**config.mk**
```make
export PLATFORM = sky130hd
export DESIGN_NAME = ex_mem_reg
export DESIGN_NICKNAME = d
export VERILOG_FILES = /design/src/rtl/ex_mem_reg_pkg.sv /design/src/rtl/ex_mem_reg.sv
export SDC_FILE = /design/constraint.sdc
export NUM_CORES = 1
export LEC_CHECK = 0
export CORE_AREA = 3 3 132 134
export CTS_CLUSTER_DIAMETER = 150
export DETAILED_ROUTE_END_ITERATION = 7
export DIE_AREA = 0 0 135 137
export DONT_BUFFER_PORTS = 1
export HOLD_SLACK_MARGIN = 0.15
export SKIP_CTS_REPAIR_TIMING = 1
export SYNTH_ARGS = -nofsm -noshare
export SYNTH_HDL_FRONTEND = slang
export SYNTH_SLANG_ARGS = --single-unit
```
**constraint.sdc**
```tcl
create_clock -name clk -period 1.26 [get_ports clk]
set_clock_uncertainty 0.2 [all_clocks]
set_input_delay 0.252 -clock clk [delete_from_list [all_inputs] [get_ports clk]]
set_output_delay 0.252 -clock clk [all_outputs]
set_load 0.005 [all_outputs]
```
**src/rtl/ex_mem_reg_pkg.sv**
```systemverilog
// ex_mem_reg_pkg: shared widths, enables and stall bit positions for the
// EX/MEM pipeline register, plus the stall-vector decode helper.
package ex_mem_reg_pkg;

  // Bus widths
  localparam int RegBus       = 32;
  localparam int DoubleRegBus = 64;
  localparam int RegAddrBus   = 5;
  localparam int CntBus       = 2;
  localparam int StallBus     = 6;

  // Reset and write-enable levels
  localparam logic RstEnable    = 1'b1;
  localparam logic WriteEnable  = 1'b1;
  localparam logic WriteDisable = 1'b0;

  // Zero constants
  localparam logic [RegBus-1:0]       ZeroWord       = 32'h0000_0000;
  localparam logic [DoubleRegBus-1:0] ZeroDoubleWord = 64'h0000_0000_0000_0000;
  localparam logic [RegAddrBus-1:0]   ZeroRegAddr    = 5'h00;
  localparam logic [CntBus-1:0]       ZeroCnt        = 2'b00;

  // Stall vector bit positions
  localparam int StallEx  = 3;
  localparam int StallMem = 4;

  // Per-cycle behaviour of the EX/MEM stage
  typedef enum logic [1:0] {
    MODE_PASS   = 2'b00,
    MODE_BUBBLE = 2'b01,
    MODE_HOLD   = 2'b10
  } stage_mode_e;

  // Only the execute and memory hold bits matter. Memory held while execute
  // runs cannot happen in a well-formed pipeline; it is treated as HOLD so
  // nothing is lost or duplicated.
  function automatic stage_mode_e decode_mode(input logic [StallBus-1:0] stall);
    stage_mode_e mode;
    case ({stall[StallMem], stall[StallEx]})
      2'b00:   mode = MODE_PASS;
      2'b01:   mode = MODE_BUBBLE;
      2'b11:   mode = MODE_HOLD;
      2'b10:   mode = MODE_HOLD;
      default: mode = MODE_HOLD;
    endcase
    return mode;
  endfunction

endpackage

```
**src/rtl/ex_mem_reg.sv**
```systemverilog
// ex_mem_reg: EX/MEM pipeline register. Passes execute results to the memory
// stage, inserts a NOP bubble when execute is held alone, and freezes when
// memory is held. Optional macro EX_MEM_MADD_EN adds the partial-product /
// cycle-count feedback registers used by multi-cycle multiply-accumulate;
// without it hilo_o and cnt_o are constant zero.
module ex_mem_reg
  import ex_mem_reg_pkg::*;
(
  input  logic                    clk,
  input  logic                    rst,
  input  logic [StallBus-1:0]     stall,
  input  logic [RegAddrBus-1:0]   ex_wd,
  input  logic                    ex_wreg,
  input  logic [RegBus-1:0]       ex_wdata,
  input  logic                    ex_whilo,
  input  logic [RegBus-1:0]       ex_hi,
  input  logic [RegBus-1:0]       ex_lo,
  input  logic [DoubleRegBus-1:0] hilo_i,
  input  logic [CntBus-1:0]       cnt_i,
  output logic [RegAddrBus-1:0]   mem_wd,
  output logic                    mem_wreg,
  output logic [RegBus-1:0]       mem_wdata,
  output logic                    mem_whilo,
  output logic [RegBus-1:0]       mem_hi,
  output logic [RegBus-1:0]       mem_lo,
  output logic [DoubleRegBus-1:0] hilo_o,
  output logic [CntBus-1:0]       cnt_o
);

  stage_mode_e w_mode;

  logic [RegAddrBus-1:0] r_wd;
  logic                  r_wreg;
  logic [RegBus-1:0]     r_wdata;
  logic                  r_whilo;
  logic [RegBus-1:0]     r_hi;
  logic [RegBus-1:0]     r_lo;

  assign w_mode = decode_mode(stall);

  // Memory-stage payload: load, bubble to NOP, or hold; reset wins over all.
  always_ff @(posedge clk) begin
    if (rst == RstEnable) begin
      r_wd    <= ZeroRegAddr;
      r_wreg  <= WriteDisable;
      r_wdata <= ZeroWord;
      r_whilo <= WriteDisable;
      r_hi    <= ZeroWord;
      r_lo    <= ZeroWord;
    end else begin
      case (w_mode)
        MODE_PASS: begin
          r_wd    <= ex_wd;
          r_wreg  <= ex_wreg;
          r_wdata <= ex_wdata;
          r_whilo <= ex_whilo;
          r_hi    <= ex_hi;
          r_lo    <= ex_lo;
        end
        MODE_BUBBLE: begin
          r_wd    <= ZeroRegAddr;
          r_wreg  <= WriteDisable;
          r_wdata <= ZeroWord;
          r_whilo <= WriteDisable;
          r_hi    <= ZeroWord;
          r_lo    <= ZeroWord;
        end
        MODE_HOLD: begin
          r_wd    <= r_wd;
          r_wreg  <= r_wreg;
          r_wdata <= r_wdata;
          r_whilo <= r_whilo;
          r_hi    <= r_hi;
          r_lo    <= r_lo;
        end
        default: begin
          r_wd    <= r_wd;
          r_wreg  <= r_wreg;
          r_wdata <= r_wdata;
          r_whilo <= r_whilo;
          r_hi    <= r_hi;
          r_lo    <= r_lo;
        end
      endcase
    end
  end

  assign mem_wd    = r_wd;
  assign mem_wreg  = r_wreg;
  assign mem_wdata = r_wdata;
  assign mem_whilo = r_whilo;
  assign mem_hi    = r_hi;
  assign mem_lo    = r_lo;

`ifdef EX_MEM_MADD_EN
  logic [DoubleRegBus-1:0] r_hilo;
  logic [CntBus-1:0]       r_cnt;

  // Accumulate feedback: kept while execute iterates (bubble), cleared once
  // the instruction leaves execute (pass), frozen on hold. cnt is stored raw.
  always_ff @(posedge clk) begin
    if (rst == RstEnable) begin
      r_hilo <= ZeroDoubleWord;
      r_cnt  <= ZeroCnt;
    end else begin
      case (w_mode)
        MODE_PASS: begin
          r_hilo <= ZeroDoubleWord;
          r_cnt  <= ZeroCnt;
        end
        MODE_BUBBLE: begin
          r_hilo <= hilo_i;
          r_cnt  <= cnt_i;
        end
        MODE_HOLD: begin
          r_hilo <= r_hilo;
          r_cnt  <= r_cnt;
        end
        default: begin
          r_hilo <= r_hilo;
          r_cnt  <= r_cnt;
        end
      endcase
    end
  end

  assign hilo_o = r_hilo;
  assign cnt_o  = r_cnt;
`else
  // Feature absent: feedback inputs are deliberately dropped.
  logic w_unused_madd;
  assign w_unused_madd = ^{hilo_i, cnt_i};

  assign hilo_o = ZeroDoubleWord;
  assign cnt_o  = ZeroCnt;
`endif

endmodule

```
==> metrics.cfg <==
[clocking]
clock_path_buffers=2
clock_sinks=103
clockRootBuffer=clkbuf_16
clk_pin_slew_worst_paths_ns=0.07
clock_latency_ns=0.34
htree_levels=3
cts_tree=done
cts_buffers=9

[detailed_routing]
vias=3289
finalWirelength_um=11600
first_iter_violations=166
vias_per_cell=4.53
drc=0
firstDrtPassIters=4
routedWlPerCell_um=15.9
postRouteAntennaNets=0

[job]
maxCapViolCount=0

[min_path]
worstHoldStart=rst
hold_depth=1
hold_path_class=in2reg
holdPathEnd=mem_hi[28]$_SDFFE_PP0P_

[synthesis]
yosys-top-cells-area=dfxtp_1 42%, o22ai_2 18%, nand2b_1 13%, buf_4 10%, nand2_1 7.8%
synth_cells=527
ys_seq_area_share_pct=41.6
netlist_area_um2=4950
ys.flop_type=dfxtp_1
ys_warn_count=0
synth_edf_count=0
synth_commonest_cells=103 x dfxtp_1, 103 x nand2_1, 103 x nand2b_1
ys_ff_latch=103
synth_top_area_cell=dfxtp_1
yosys.area.top_type_share_pct=41.6
ys_types=11
async_flop_share_pct=0
postSynthAreaPerCell_um2=9.40

[layout]
final_util_pct=31.2
syn_to_final_growth_pct=3.31
num-fill-cells=1712
drive_gt1_share_pct=17.8
antennaDiodeCount=0
fin_nets=678

[timing]
finalCritPeriodShare_pct=94.5
hold_violations=103
maxSlewViolCount=0
grt_setup_unrepaired=false
setup_viol=0
fmax_ghz=0.839
finalCriticalPeriod_ns=1.19
fin_hold_ws_ns=-0.178
final.setup.tns_ns=0

[grt]
grt_pass1_vias=3128
grt.total_usage_pct=11.4
antenna_found_initial=0
grt_pass1_wl_um=16400
grt_max_degree=207
grt-ovfl-total=0

[worst_setup_path]
r2r_start=mem_wdata[22]$_SDFFE_PP0P_
startpoint_type=flip-flop
critPathCaptureType=primary output
critPathMaxFanout=2
r2r_slack_ns=0.37
critical_path_class=reg2out
required_ns=0.81
r2r_cells=2
arrival_ns=0.74
regToRegEndpoint=mem_wdata[22]$_SDFFE_PP0P_

[die]
die_width_um=135
core-area_um2=16400
pin_count=346
row_count=47
start_util_pct=30.2
dieHeight_um=137
dieArea_um2=18500

[power]
power_switching_share_pct=24.8
power.switching_mw=1.64
p_seq_share_pct=52.7
power_density_nw_per_um2=1300
irDropWorstVdd_mv=0.601
comb_power_share_pct=7.5
p_leak_nw=1.78
clkPwrFrac_pct=39.9
p_int_mw=4.99

[status]
status=complete, but fails checks
violations=negative hold slack

[placement]
port_buffers=0
dpl.hpwl_um=7720
place_congestion=0.759

==> per-stage QoR <==
step / power [mW] / cells / setup WS, ns / hold slack (ns) / cell area (um2)
after CTS: 6.76 / 717 / -0.0191 / -0.196 / 5030
final: 6.63 / 726 / 0.0688 / -0.178 / 5120
after detailed placement: 4.04 / 701 / 0.0104 / 0.180 / 4750
after global placement: 4.02 / 701 / 0.0443 / 0.181 / 4750
after global routing: 6.96 / 726 / 0.0373 / -0.203 / 5120
after floorplan: 4.27 / 592 / -0.0407 / 0.204 / 5230
==> sequential cells by signal (all words and copies together) (netlist names) <==
signal	count
mem_hi	32
mem_lo	32
mem_wdata	32
mem_wd	5
mem_whilo	1
mem_wreg	1
==> power groups by stage <==
| stage | clock (mW) | sequential (mW) | combinational [mW] |
|---|---|---|---|
| floorplan | 0 | 3.53 | 0.736 |
| global placement | 0 | 3.57 | 0.454 |
| detailed placement | 0 | 3.57 | 0.473 |
| CTS | 2.79 | 3.50 | 0.474 |
| global route | 2.90 | 3.51 | 0.553 |
| finish | 2.65 | 3.49 | 0.495 |
==> metal layers <==
layer,GRT usage (%),part of all wire [%],vias to the layer above
li1,-,-,1571
met1,12.0,37,1527
met2,19.3,50,175
met3,4.85,10,16
met4,5.82,2.0,0
met5,0,0,-
==> cells by family (layout without fill, tap and decap cells) <==
kind of cell / count (synthesis) / in the layout / synth area share, %
simple gates: 207 / 207 / 20.9
buf+inv: 113 / 27 / 15.5
compound gates: 103 / 103 / 21.8
flops: 103 / 103 / 41.6
other cells: 1 / 66 / 0.0757
==> how the worst max path moves through the flow <==
stage / to / cells after the start / slack, ns / start
final: mem_wdata[22] / 0 / 0.07 / mem_wdata[22]$_SDFFE_PP0P_
after global routing: mem_wdata[22] / 0 / 0.04 / mem_wdata[22]$_SDFFE_PP0P_
after CTS: mem_wdata[22] / 0 / -0.02 / mem_wdata[22]$_SDFFE_PP0P_
after detailed placement: mem_wdata[20]$_SDFFE_PP0P_ / 3 / 0.01 / stall[4]
after global placement: mem_wdata[20]$_SDFFE_PP0P_ / 3 / 0.04 / stall[4]
after floorplan: mem_hi[0]$_SDFFE_PP0P_ / 6 / -0.04 / stall[4]
==> layout make-up <==
cell class	count	area, um2	area share [%]
clock inverters	7	55.1	1.08
repair buffers	11	130	2.54
multi-input cells	376	2370	46.3
clock buffers	9	225	4.40
well taps	220	275	5.38
flip-flops and latches	103	2060	40.3
==> cell usage in the layout, fill, tap and decap left out <==
cell type,count
clkbuf_16,9
inv_6,3
dfxtp_1,102
o22ai_1,33
clkinv_4,1
dfxtp_2,1
nand2_1,103
conb_1,66
clkinvlp_4,2
clkinv_2,1
dlygate4sd3_1,9
nand2b_1,103
or2_4,1
buf_12,2
o22ai_2,70
Power figures use the tool's default switching activity.
